## src/rtl/edge_tx_packer.sv

```systemverilog
// edge_tx_packer: reads the edge result frame buffer in row-major order,
// thresholds each pixel to one bit, packs 8 pixels per byte (MSB first) and
// streams the bytes over a valid/ready handshake to the UART TX byte port.
// Optional: define EDGE_TX_CHECKSUM_EN to append an XOR checksum byte.
module edge_tx_packer #(
  parameter int unsigned IMG_WIDTH  = 176,
  parameter int unsigned IMG_HEIGHT = 240,
  parameter int unsigned ADDR_WIDTH = $clog2(IMG_WIDTH * IMG_HEIGHT),
  parameter int unsigned PIX_TH     = 128
) (
  input  logic                  clk,
  input  logic                  rstn,
  input  logic                  start_tx_trig,
  output logic                  busy,
  output logic                  tx_done,
  output logic                  edge_fb_re,
  output logic [ADDR_WIDTH-1:0] edge_fb_rAddr,
  input  logic [7:0]            edge_fb_rData,
  output logic                  tx_valid,
  output logic [7:0]            tx_data,
  input  logic                  tx_ready
);

  localparam int unsigned TOTAL  = IMG_WIDTH * IMG_HEIGHT;
  localparam int unsigned NBYTES = (TOTAL + 7) / 8;
  localparam int unsigned PW     = $clog2(NBYTES * 8 + 1);
  localparam int unsigned BW     = $clog2(NBYTES + 1);

  typedef enum logic [2:0] {
    S_IDLE,
    S_FETCH,
    S_LAST,
    S_SEND,
`ifdef EDGE_TX_CHECKSUM_EN
    S_CHK,
`endif
    S_DONE
  } state_t;

  state_t          state_q, state_d;
  logic [2:0]      slot_q, slot_d;
  logic [PW-1:0]   pix_q, pix_d;
  logic [BW-1:0]   bcnt_q, bcnt_d;
  logic [6:0]      shreg_q, shreg_d;
  logic            re_dly_q;
  logic            busy_d, done_d, re_d, valid_d;
  logic [ADDR_WIDTH-1:0] addr_d;
  logic [7:0]      data_d;
  logic            fetch_bit;
  logic [PW-1:0]   nxt_addr;
`ifdef EDGE_TX_CHECKSUM_EN
  logic [7:0]      csum_q, csum_d;
`endif

  // Bit for the slot read in the previous cycle; unread (out-of-frame) slots pack as 0
  assign fetch_bit = re_dly_q && ({1'b0, edge_fb_rData} >= 9'(PIX_TH));
  assign nxt_addr  = pix_q + PW'(slot_q) + PW'(1);

  // Next-state and registered-output computation
  always_comb begin
    state_d = state_q;
    slot_d  = slot_q;
    pix_d   = pix_q;
    bcnt_d  = bcnt_q;
    shreg_d = shreg_q;
    busy_d  = busy;
    done_d  = 1'b0;
    re_d    = 1'b0;
    addr_d  = edge_fb_rAddr;
    valid_d = tx_valid;
    data_d  = tx_data;
`ifdef EDGE_TX_CHECKSUM_EN
    csum_d  = csum_q;
`endif
    case (state_q)
      S_IDLE: begin
        if (start_tx_trig) begin
          state_d = S_FETCH;
          slot_d  = 3'd0;
          pix_d   = '0;
          bcnt_d  = '0;
          busy_d  = 1'b1;
          re_d    = 1'b1;
          addr_d  = '0;
`ifdef EDGE_TX_CHECKSUM_EN
          csum_d  = '0;
`endif
        end
      end
      S_FETCH: begin
        if (slot_q != 3'd0) shreg_d = {shreg_q[5:0], fetch_bit};
        if (slot_q == 3'd7) begin
          state_d = S_LAST;
        end else begin
          slot_d = slot_q + 3'd1;
          re_d   = (nxt_addr < PW'(TOTAL));
          addr_d = ADDR_WIDTH'(nxt_addr);
        end
      end
      S_LAST: begin
        data_d  = {shreg_q, fetch_bit};
        valid_d = 1'b1;
        pix_d   = pix_q + PW'(8);
        state_d = S_SEND;
      end
      S_SEND: begin
        if (tx_ready) begin
          valid_d = 1'b0;
          bcnt_d  = bcnt_q + BW'(1);
`ifdef EDGE_TX_CHECKSUM_EN
          csum_d  = csum_q ^ tx_data;
`endif
          if (bcnt_q == BW'(NBYTES - 1)) begin
`ifdef EDGE_TX_CHECKSUM_EN
            state_d = S_CHK;
`else
            state_d = S_DONE;
            done_d  = 1'b1;
            busy_d  = 1'b0;
`endif
          end else begin
            state_d = S_FETCH;
            slot_d  = 3'd0;
            re_d    = (pix_q < PW'(TOTAL));
            addr_d  = ADDR_WIDTH'(pix_q);
          end
        end
      end
`ifdef EDGE_TX_CHECKSUM_EN
      // Present the checksum one cycle after the last payload handshake
      S_CHK: begin
        if (!tx_valid) begin
          valid_d = 1'b1;
          data_d  = csum_q;
        end else if (tx_ready) begin
          valid_d = 1'b0;
          state_d = S_DONE;
          done_d  = 1'b1;
          busy_d  = 1'b0;
        end
      end
`endif
      S_DONE: state_d = S_IDLE;
      default: state_d = S_IDLE;
    endcase
  end

  // State, counters and output registers
  always_ff @(posedge clk or negedge rstn) begin
    if (!rstn) begin
      state_q       <= S_IDLE;
      slot_q        <= '0;
      pix_q         <= '0;
      bcnt_q        <= '0;
      shreg_q       <= '0;
      re_dly_q      <= 1'b0;
      busy          <= 1'b0;
      tx_done       <= 1'b0;
      edge_fb_re    <= 1'b0;
      edge_fb_rAddr <= '0;
      tx_valid      <= 1'b0;
      tx_data       <= '0;
`ifdef EDGE_TX_CHECKSUM_EN
      csum_q        <= '0;
`endif
    end else begin
      state_q       <= state_d;
      slot_q        <= slot_d;
      pix_q         <= pix_d;
      bcnt_q        <= bcnt_d;
      shreg_q       <= shreg_d;
      re_dly_q      <= edge_fb_re;
      busy          <= busy_d;
      tx_done       <= done_d;
      edge_fb_re    <= re_d;
      edge_fb_rAddr <= addr_d;
      tx_valid      <= valid_d;
      tx_data       <= data_d;
`ifdef EDGE_TX_CHECKSUM_EN
      csum_q        <= csum_d;
`endif
    end
  end

endmodule
```

## config.mk

```make
export PLATFORM = sky130hd
export DESIGN_NAME = edge_tx_packer
export DESIGN_NICKNAME = d
export VERILOG_FILES = /design/src/rtl/edge_tx_packer.sv
export SDC_FILE = /design/constraint.sdc
export NUM_CORES = 1
export LEC_CHECK = 0
export CAP_MARGIN = 30
export CORE_MARGIN = 1
export CORE_UTILIZATION = 55
export CTS_CLUSTER_SIZE = 20
export DETAILED_ROUTE_END_ITERATION = 8
export DONT_BUFFER_PORTS = 1
export GPL_TIMING_DRIVEN = 0
export PLACE_DENSITY = 0.7
export RECOVER_POWER = 50
export SLEW_MARGIN = 20
export SYNTH_ARGS = -nofsm -noshare
export SYNTH_HDL_FRONTEND = slang
export SYNTH_SLANG_ARGS = --single-unit
```

## constraint.sdc

```tcl
create_clock -name clk -period 2.4 [get_ports clk]
set_clock_uncertainty 0.05 [all_clocks]
set_input_delay 0.6 -clock clk [delete_from_list [all_inputs] [get_ports clk]]
set_output_delay 0.6 -clock clk [all_outputs]
set_load 0.02 [all_outputs]
```

==> impl_metrics.py, run 1 <==
metrics = {
    "floorplan": {
        "core_area_mm2": 0.00592,
        "die_x_um": 80.3,
        "die-area_mm2": 0.00645,
        "pin_count": 40,
        "start_util": 0.570,
        "row_count": 28,
        "dieHeight_um": 80.3,
    },
    "pwr": {
        "vdd.ir_drop.worst_mv": 0.641,
        "switching_share": 0.413,
        "combPwrFrac": 0.325,
        "power_mw": 4.34,
        "cellPowerDensity_mw_per_mm2": 1160,
        "intPower_mw": 2.55,
        "p_sw_mw": 1.79,
        "p_clk_frac": 0.228,
        "leakagePower_nw": 1.65,
        "seqPwrFrac": 0.447,
    },
    "routing": {
        "wire_per_inst_um": 16.3,
        "antenna_left": 0,
        "drt_iter0_drc": 211,
        "drt-pass1-iter-count": 5,
        "vias_per_cell": 6.00,
        "drc_errors": 0,
        "routed_wl_um": 7260,
        "vias": 2674,
    },
    "timing": {
        "min_period_ns": 2.32,
        "max_freq_mhz": 431,
        "max_slew_margin": -0.122,
        "holdWs_ns": 0.365,
        "hold_viol_final": 0,
        "finalCritPeriodShare": 0.966,
        "worst_pin_slew_ns": 1.68,
        "slew_viol_final": 69,
        "setup_viol": 0,
        "grt_setup_unrepaired": "yes",
    },
    "global_route": {
        "grt_pass1_vias": 2429,
        "grtUsageTotal": 0.247,
        "gr-total-overflow": 0,
        "antenna_found_initial": 0,
        "grt_max_degree": 69,
        "grt_pass1_wl_um": 11900,
    },
    "run": {
        "cap_violations": 1,
    },
    "yosys": {
        "seq_area_frac_synth": 0.505,
        "synth_area_mm2": 0.00337,
        "async_flop_share": 1.00,
        "synth_edf_count": 0,
        "syn_nets": 368,
        "yosys.area.top_type": "dfrtp_1",
        "synth_top_family_by_area": "simple AND/OR/NAND/NOR gates",
        "synth_area_per_cell_um2": 9.61,
        "ys_seq_elements": 68,
        "netlist_instances": 351,
        "netlist_top_cells_area": "dfrtp_1 (50%), nand2_1 (7.2%), o21ai_0 (3.0%)",
        "synth_xor_area_frac": 0.0545,
        "synth_cell_types": 46,
        "synth_ff_type": "dfrtp_1",
        "yosys_warnings": 0,
        "post_synth_mux_area_share": 0.0319,
        "synth_common_cells": "dfrtp_1 (68), nand2_1 (65), nor2_1 (26)",
        "synthAdderAreaFrac": 0.0186,
        "synth_compound_area_frac": 0.128,
        "synthSimpleGateAreaFrac": 0.223,
        "synth_top_area_share": 0.505,
        "synth.most_common_cell": "dfrtp_1",
    },
    "cts": {
        "numCtsBuffers": 9,
        "cts_tree": "built",
        "clkTransAtPathRegs_ns": 0.09,
        "root_buffer": "clkbuf_8",
        "h-tree-depth": 3,
        "insertion_delay_ns": 0.36,
        "cts.sinks": 68,
        "ctsLongestPathBuffers": 2,
    },
    "critical_path": {
        "criticalPathCategory": "flop to flop",
        "end_kind": "flop",
        "cp.required_ns": 2.59,
        "startpoint_type": "flop",
        "worstPathArrival_ns": 2.51,
        "crit_path_max_fanout": 7,
    },
    "outcome": {
        "outcome": "complete, but fails checks",
        "violations": "capacitance limit, slew limit",
    },
    "placement": {
        "gp_congestion": 0.920,
        "port_buffers": 0,
        "dp_hpwl_um": 4780,
    },
    "min_path": {
        "worstHoldPathType": "input pin to flop",
    },
    "layout": {
        "final_nets": 383,
        "drive_gt1_frac": 0.143,
        "final_util": 0.632,
        "area.growth.synth_to_final_pct": 11.0,
        "antenna_cells": 0,
    },
}
-- layer usage --
layer,share of wire,track usage,vias to the layer above
met5,0,0,-
met4,0.021,0.113,0
met3,0.063,0.0648,16
met2,0.46,0.361,100
met1,0.46,0.342,1293
li1,-,-,1265
-- area by class of cell --
class / instances / area [um^2]
Clock buffer: 9 / 124
Fill cell: 506 / 2180
Inverter: 7 / 26.3
Multi-Input combinational cell: 255 / 1580
Clock inverter: 7 / 82.6
Buffer: 21 / 106
Timing Repair Buffer: 4 / 27.5
Sequential cell: 68 / 1700
Tap cell: 75 / 93.8
-- path summary, 6_finish.rpt --
path / start / endpoint / slack [ns] / cells past startpoint
worst max register to register: pix_q[3] / edge_fb_re / 0.08 / 7
max in group asynchronous: rstn / pix_q[3] / 0.56 / 1
worst min register to register: shreg_q[6] / tx_data[7] / 0.42 / 2
worst min-delay path: edge_fb_rData[7] / shreg_q[0] / 0.36 / 2
min in group asynchronous: rstn / pix_q[11] / 0.64 / 1
worst max-delay path: pix_q[3] / edge_fb_re / 0.08 / 7
-- cells by family after synthesis --
logic type / count (synthesis)
xor+xnor: 21
mux: 10
compound gates: 65
flops: 68
simple gates: 154
buf+inv: 28
fa+ha+maj: 5
-- placed cells by master (no fill, tap or decap), drive strengths merged, types with 2 or more instances in the layout --
cell type and n:
dfrtp 68, nand3 13, inv 10, and3 6, a21oi 9, ha 5
nor3 13, nand2b 3, a22o 4, a21boi 2, nor4 6, nand2 65
or3 8, o22ai 2, o211ai 5, mux2i 4, a221o 2, clkinvlp 2
clkbuf 20, buf 14, xnor2 11, nor2 26, nand4 9, mux2 6
o21ai 23, o31ai 13, xor2 10
-- registers in the layout, indices dropped and copies added, names as in the netlist --
register / cells
state_q: 3
re_dly_q: 1
bcnt_q: 13
tx_valid: 1
slot_q: 3
busy: 1
shreg_q: 7
edge_fb_rAddr: 16
tx_done: 1
pix_q: 13
tx_data: 8
edge_fb_re: 1
-- power by group through the flow --
| stage | combinational, mW | sequential [mW] | clock [mW] |
|---|---|---|---|
| after floorplan | 1.00 | 1.88 | 0 |
| after global placement | 1.25 | 1.94 | 0 |
| after detailed placement | 1.28 | 1.95 | 0 |
| after CTS | 1.32 | 1.93 | 1.00 |
| after global routing | 1.58 | 2.00 | 1.05 |
| final | 1.41 | 1.94 | 0.990 |
-- metrics by stage --
stage | worst slack (ns) | cells | cell area (um^2) | setup TNS (ns)
final | 0.0806 | 446 | 3740 | 0
after global placement | 0.0223 | 426 | 3470 | 0
after CTS | 0.00583 | 443 | 3710 | 0
after floorplan | 0.362 | 351 | 3370 | 0
after global routing | -0.0334 | 446 | 3740 | -0.0334
after detailed placement | -0.0389 | 426 | 3470 | -0.0389
-- worst max-delay path: stages, from the launching register on --
cell     delay (ns)
dfrtp_2        0.45
ha_2           0.26
nand3_1        0.21
or2_2          0.41
o211a_1        0.22
o22ai_1        0.16
o21ai_1        0.08
a221o_1        0.37
-- timing repair --
| action | 4_1_cts | 5_1_grt |
|---|---|---|
| hold buffers | 1 | 0 |
| pin swaps | 0 | 2 |
| buffers inserted | 0 | 3 |
| endpoints found under the setup margin | 1 | 19 |
| cloned | 0 | 0 |
| resized for setup | 2 | 7 |
| hold endpoints to repair | 68 | 0 |
No activity file was read; power rests on OpenSTA's default activity.
==> run 2, diff against run 1 <==
--- a/config.mk
+++ b/config.mk
@@ -7,12 +7,11 @@
 export LEC_CHECK = 0
 export CAP_MARGIN = 30
 export CORE_MARGIN = 1
-export CORE_UTILIZATION = 55
+export CORE_UTILIZATION = 25
 export CTS_CLUSTER_SIZE = 20
 export DETAILED_ROUTE_END_ITERATION = 8
 export DONT_BUFFER_PORTS = 1
 export GPL_TIMING_DRIVEN = 0
-export PLACE_DENSITY = 0.7
 export RECOVER_POWER = 50
 export SLEW_MARGIN = 20
 export SYNTH_ARGS = -nofsm -noshare
==> run 2 against run 1 <==
The flow still finishes with violations (capacitance limit, slew limit). Largest power group unchanged. Final cell count grew 22%. Flip-flop and latch count unchanged. Register-to-register slack gained 0.05 ns. Clock power up 18%. Sequential share of layout area shrank 1.8 points. Largest cell class unchanged. Worst setup slack improved by 0.052 ns. Via count is 1.7% lower. First-iteration DRC count shrank 16%. Power up 2.5%. Fmax rose by 2.3%.
==> impl_metrics.py, run 2 (synthesis gave the netlist of run 1 again) <==
metrics = {
    "layout": {
        "final_cells": 542,
        "top_register": "edge_fb_rAddr",
        "largest_reg_flops": 16,
        "final_common_cell": "dfrtp_1",
        "final_cell_mix": "dfrtp_1 (66), nand2_1 (65), nor2_1 (26)",
        "final_nets": 380,
        "area.growth.synth_to_final_pct": 15.5,
        "drive_gt1_frac": 0.126,
        "largestRegisters": "edge_fb_rAddr (16), bcnt_q (13), pix_q (13)",
        "stdcell_area_mm2": 0.00389,
        "antenna_cells": 0,
    },
    "min_path": {
        "hold_start": "edge_fb_rData[7]",
        "worstHoldPathType": "input pin to flop",
    },
    "cts": {
        "clkTransAtPathRegs_ns": 0.05,
        "root_buffer": "clkbuf_16",
        "postCtsSetupBuffers": 0,
        "insertion_delay_ns": 0.33,
        "cts.sinks": 68,
        "h-tree-depth": 3,
        "numCtsBuffers": 9,
        "ctsLongestPathBuffers": 2,
        "cts_tree": "built",
    },
    "critical_path": {
        "worstPathArrival_ns": 2.41,
        "timing.critical_path.from": "slot_q[2]",
        "cp.buffers_inverters": 1,
        "end_kind": "flop",
        "path_delay_family": "compound AO/OA/AOI/OAI gates",
        "startpoint_type": "flop",
        "cp_cell_sequence": "buf_4 > nand3_1 > or2_2 > o211a_1 > o22ai_1 > o21ai_1 > a221o_1",
        "reg2reg_from": "slot_q[2]",
        "crit_path_max_fanout": 7,
        "criticalPathCategory": "flop to flop",
        "slowest_delay_ns": 0.43,
        "cp.required_ns": 2.54,
        "slowest_stage": "or2_2",
    },
    "outcome": {
        "violations": "capacitance limit, slew limit",
        "outcome": "complete, but fails checks",
    },
    "pwr": {
        "leakagePower_nw": 1.66,
        "vdd.ir_drop.worst_mv": 0.413,
        "power_mw": 4.45,
        "cellPowerDensity_mw_per_mm2": 1140,
    },
    "timing": {
        "grt_setup_unrepaired": "no",
        "fin_ws_ns": 0.133,
        "slew_viol_final": 69,
        "hold_viol_final": 0,
        "max_freq_mhz": 441,
        "finalCritPeriodShare": 0.945,
        "worst_pin_slew_ns": 1.63,
        "max_slew_margin": -0.0866,
        "min_period_ns": 2.27,
        "setup_viol": 0,
    },
    "floorplan": {
        "die-area_mm2": 0.0140,
        "core_area_mm2": 0.0132,
        "dieHeight_um": 118,
        "die_x_um": 118,
        "row_count": 42,
        "pin_count": 40,
        "start_util": 0.256,
    },
    "global_route": {
        "antenna_found_initial": 0,
        "grt_max_degree": 69,
        "grt_pass1_vias": 2566,
        "grt_pass1_wl_um": 12800,
        "grtUsageTotal": 0.116,
        "gr-total-overflow": 0,
    },
    "routing": {
        "drc_errors": 0,
        "antenna_left": 0,
        "wire_per_inst_um": 14.0,
        "vias": 2629,
        "drt_iter0_drc": 178,
        "drt-pass1-iter-count": 4,
        "vias_per_cell": 4.85,
        "routed_wl_um": 7610,
    },
    "placement": {
        "dp.cells": 527,
        "post-place-ws_ns": 0.0167,
        "dp_hpwl_um": 5310,
        "port_buffers": 0,
        "place_area_mm2": 0.00359,
        "gp_congestion": 0.828,
    },
    "run": {
        "cap_violations": 1,
    },
}
## run 2: cell count changes in the layout (fill, tap and decap cells not counted), sizes merged
cell,delta
buf,-3
bufinv,-1
clkbuf,+2
clkinv,+2
clkinvlp,-2
inv,-3
## run 2: path summary, 6_finish.rpt
check	endpoint	slack [ns]	cells after the start
max reg2reg	edge_fb_re	0.13	7
max in group asynchronous	pix_q[3]	0.60	1
min	shreg_q[0]	0.42	2
min in group asynchronous	tx_data[7]	0.64	1
max	edge_fb_re	0.13	7
min reg2reg	tx_data[7]	0.42	2
## run 2: stage by stage
stage	setup TNS (ns)	utilization	hold WS, ns
3_3_place_gp	-0.00293	0.272	0.256
3_5_place_dp	0	0.272	0.256
4_1_cts	0	0.294	0.117
6_report	0	0.295	0.416
2_1_floorplan	0	-	0.254
5_1_grt	0	0.295	0.439
## run 2: worst reg2reg max path, delay by kind of cell (launching register included)
kind / cells / cell delay, ns
AO/OA/AOI/OAI: 4 / 0.88
AND/OR/NAND/NOR: 2 / 0.68
buffers and inverters: 1 / 0.17
flip-flops: 1 / 0.36
## run 2: area by class of cell
type	instances	area, um^2
buffer	21	106
clock buffer	11	243
clock inverter	3	15.0
fill	1356	9300
inverter	7	26.3
multi-input combinational	255	1570
sequential	68	1700
tap	176	220
timing repair buffer	1	5.00
## run 2: power by group
group,switching [mW],internal [mW]
registers,0.472,1.48
logic,0.808,0.520
clock network,0.457,0.709
## run 2: routing by layer
layer / wire [um] / global-route usage / share of wire / vias to the layer above
met5: 0 / 0 / 0 / -
met4: 233 / 0.0665 / 0.031 / 0
met2: 3430 / 0.172 / 0.45 / 67
li1: - / - / - / 1270
met3: 702 / 0.0391 / 0.092 / 19
met1: 3250 / 0.146 / 0.43 / 1273
## run 2: what timing repair did
item,in CTS,in global routing
setup endpoints to repair,1,10
hold buffers,1,0
hold endpoints to repair,68,0
gates cloned,0,0
resized for setup,1,7
==> run 3, diff against run 2 <==
--- a/config.mk
+++ b/config.mk
@@ -7,11 +7,12 @@
 export LEC_CHECK = 0
 export CAP_MARGIN = 30
 export CORE_MARGIN = 1
-export CORE_UTILIZATION = 25
+export CORE_UTILIZATION = 59
 export CTS_CLUSTER_SIZE = 20
 export DETAILED_ROUTE_END_ITERATION = 8
 export DONT_BUFFER_PORTS = 1
 export GPL_TIMING_DRIVEN = 0
+export PLACE_DENSITY = 0.75
 export RECOVER_POWER = 50
 export SLEW_MARGIN = 20
 export SYNTH_ARGS = -nofsm -noshare
==> run 3 against run 2 <==
The run still ends with capacitance limit, slew limit left. Combinational power about the same. Non-clock buffer count stayed put. Die area shrank 57%.
==> impl_metrics.py, run 3 (synthesis gave the netlist of run 1 again) <==
metrics = {
    "outcome": {
        "outcome": "complete, but fails checks",
        "violations": "capacitance limit, slew limit",
    },
    "routing": {
        "drc_errors": 0,
        "vias": 2614,
        "drt-pass1-iter-count": 4,
        "wire_per_inst_um": 15.9,
        "drt_iter0_drc": 158,
        "antenna_left": 0,
        "vias_per_cell": 5.94,
        "routed_wl_um": 7010,
    },
    "critical_path": {
        "r2r_slack_ns": 0.11,
        "crit_path_max_fanout": 7,
        "startpoint_type": "flop",
        "slowest_stage": "dfrtp_2",
        "rr_worst_depth": 7,
        "end_kind": "flop",
        "timing.rr.end": "edge_fb_re",
        "cp_cell_sequence": "ha_1 > nand3_1 > nor4_1 > xor2_1 > a21boi_1 > o21ai_1 > a221o_1",
        "slowest_delay_ns": 0.44,
        "reg2reg_from": "pix_q[3]",
        "criticalPathCategory": "flop to flop",
        "worstPathArrival_ns": 2.47,
        "cp.required_ns": 2.58,
    },
    "global_route": {
        "grt_pass1_vias": 2546,
        "grtUsageTotal": 0.264,
        "gr-total-overflow": 0,
        "grt_max_degree": 69,
        "grt_pass1_wl_um": 12300,
        "antenna_found_initial": 0,
    },
    "timing": {
        "hold_viol_final": 0,
        "slew_viol_final": 69,
        "setup_viol": 0,
        "tns_ns": 0,
        "max_slew_margin": -0.103,
        "worst_pin_slew_ns": 1.65,
        "min_period_ns": 2.29,
        "max_freq_mhz": 437,
        "finalCritPeriodShare": 0.953,
        "grt_setup_unrepaired": "yes",
    },
    "cts": {
        "clkTransAtPathRegs_ns": 0.08,
        "cts_tree": "built",
        "cts.sinks": 68,
        "insertion_delay_ns": 0.35,
        "numCtsBuffers": 9,
        "root_buffer": "clkbuf_8",
        "h-tree-depth": 3,
        "ctsLongestPathBuffers": 2,
    },
    "floorplan": {
        "pin_count": 40,
        "dieHeight_um": 77.6,
        "start_util": 0.612,
        "core_area_mm2": 0.00551,
        "die_x_um": 77.6,
        "die-area_mm2": 0.00602,
        "row_count": 27,
    },
    "layout": {
        "antenna_cells": 0,
        "final_common_cell": "dfrtp_1",
        "area.growth.synth_to_final_pct": 9.54,
        "final_cells": 440,
        "drive_gt1_frac": 0.125,
        "final_util": 0.671,
        "largest_reg_flops": 16,
        "top_register": "edge_fb_rAddr",
        "largestRegisters": "edge_fb_rAddr (16), bcnt_q (13), pix_q (13)",
        "final_cell_mix": "dfrtp_1 (67), nand2_1 (65), nor2_1 (26)",
        "final_nets": 380,
    },
    "pwr": {
        "seqPwrFrac": 0.454,
        "leakagePower_nw": 1.62,
        "cellPowerDensity_mw_per_mm2": 1150,
        "power_mw": 4.26,
        "vdd.ir_drop.worst_mv": 0.730,
        "intPower_mw": 2.50,
        "combPwrFrac": 0.313,
        "p_clk_frac": 0.233,
        "switching_share": 0.414,
        "p_sw_mw": 1.76,
    },
    "min_path": {
        "hold_depth": 2,
        "worstHoldPathType": "input pin to flop",
        "hold_start": "edge_fb_rData[7]",
        "hold_path_end": "tx_data[0]",
    },
    "placement": {
        "dp_hpwl_um": 4620,
        "port_buffers": 0,
        "dp.cells": 423,
        "gp_congestion": 0.935,
    },
    "run": {
        "cap_violations": 1,
    },
}
## run 3: cell types whose count changed in the layout (fill, tap and decap cells not counted), sizes merged
cell	before	now
inv	7	11
clkinv	3	0
clkbuf	22	20
clkinvlp	0	2
bufinv	0	1
## run 3: power groups by stage
stage	Clock [mW]	Combinational, mW	Sequential, mW
finish	0.995	1.33	1.93
global route	1.06	1.50	1.98
CTS	1.01	1.32	1.94
detailed placement	0	1.28	1.96
global placement	0	1.24	1.94
floorplan	0	1.00	1.88
## run 3: area by class of cell
cell class,instances,area (um^2)
Buffer,21,106
Sequential cell,68,1700
Tap cell,72,90.1
Multi-Input combinational cell,255,1560
Clock buffer,9,124
Clock inverter,7,82.6
Fill cell,439,1810
Timing Repair Buffer,1,5.00
Inverter,7,26.3
## run 3: per-layer routing
layer	wire (um)	GRT usage	up-vias
met3	299	0.0624	15
met2	3080	0.383	73
met4	150	0.117	0
met1	3490	0.376	1262
met5	0	0	-
li1	-	-	1264
## run 3: critical path: cells and delay by family (launching register included)
kind / cells / cell delay (ns)
flip-flops: 1 / 0.44
AO/OA/AOI/OAI: 3 / 0.64
XOR/XNOR: 1 / 0.22
AND/OR/NAND/NOR: 2 / 0.56
adder cells (fa/ha/maj): 1 / 0.25
## run 3: per-stage QoR
stage | setup slack, ns | hold slack (ns) | cell area (um^2)
floorplan | 0.362 | 0.254 | 3370
global placement | 0.0508 | 0.256 | 3460
detailed placement | 0.0691 | 0.256 | 3460
CTS | 0.0598 | 0.0788 | 3700
global route | -0.0205 | 0.360 | 3690
finish | 0.112 | 0.364 | 3690
## run 3: repair_timing
action,CTS,global route
endpoints found under the hold margin,68,0
hold buffers,1,0
setup buffers,0,0
gates resized for setup,0,4
endpoints found under the setup margin,0,19
## run 3: worst max path at each step
stage                     slack [ns]      start         end  cells past startpoint
after global routing           -0.02   pix_q[3]  edge_fb_re                      7
after CTS                       0.06  slot_q[0]  edge_fb_re                      7
after floorplan                 0.36   pix_q[3]  edge_fb_re                      7
after global placement          0.05  slot_q[0]  edge_fb_re                      7
after detailed placement        0.07  slot_q[0]  edge_fb_re                      7
final                           0.11   pix_q[3]  edge_fb_re                      7
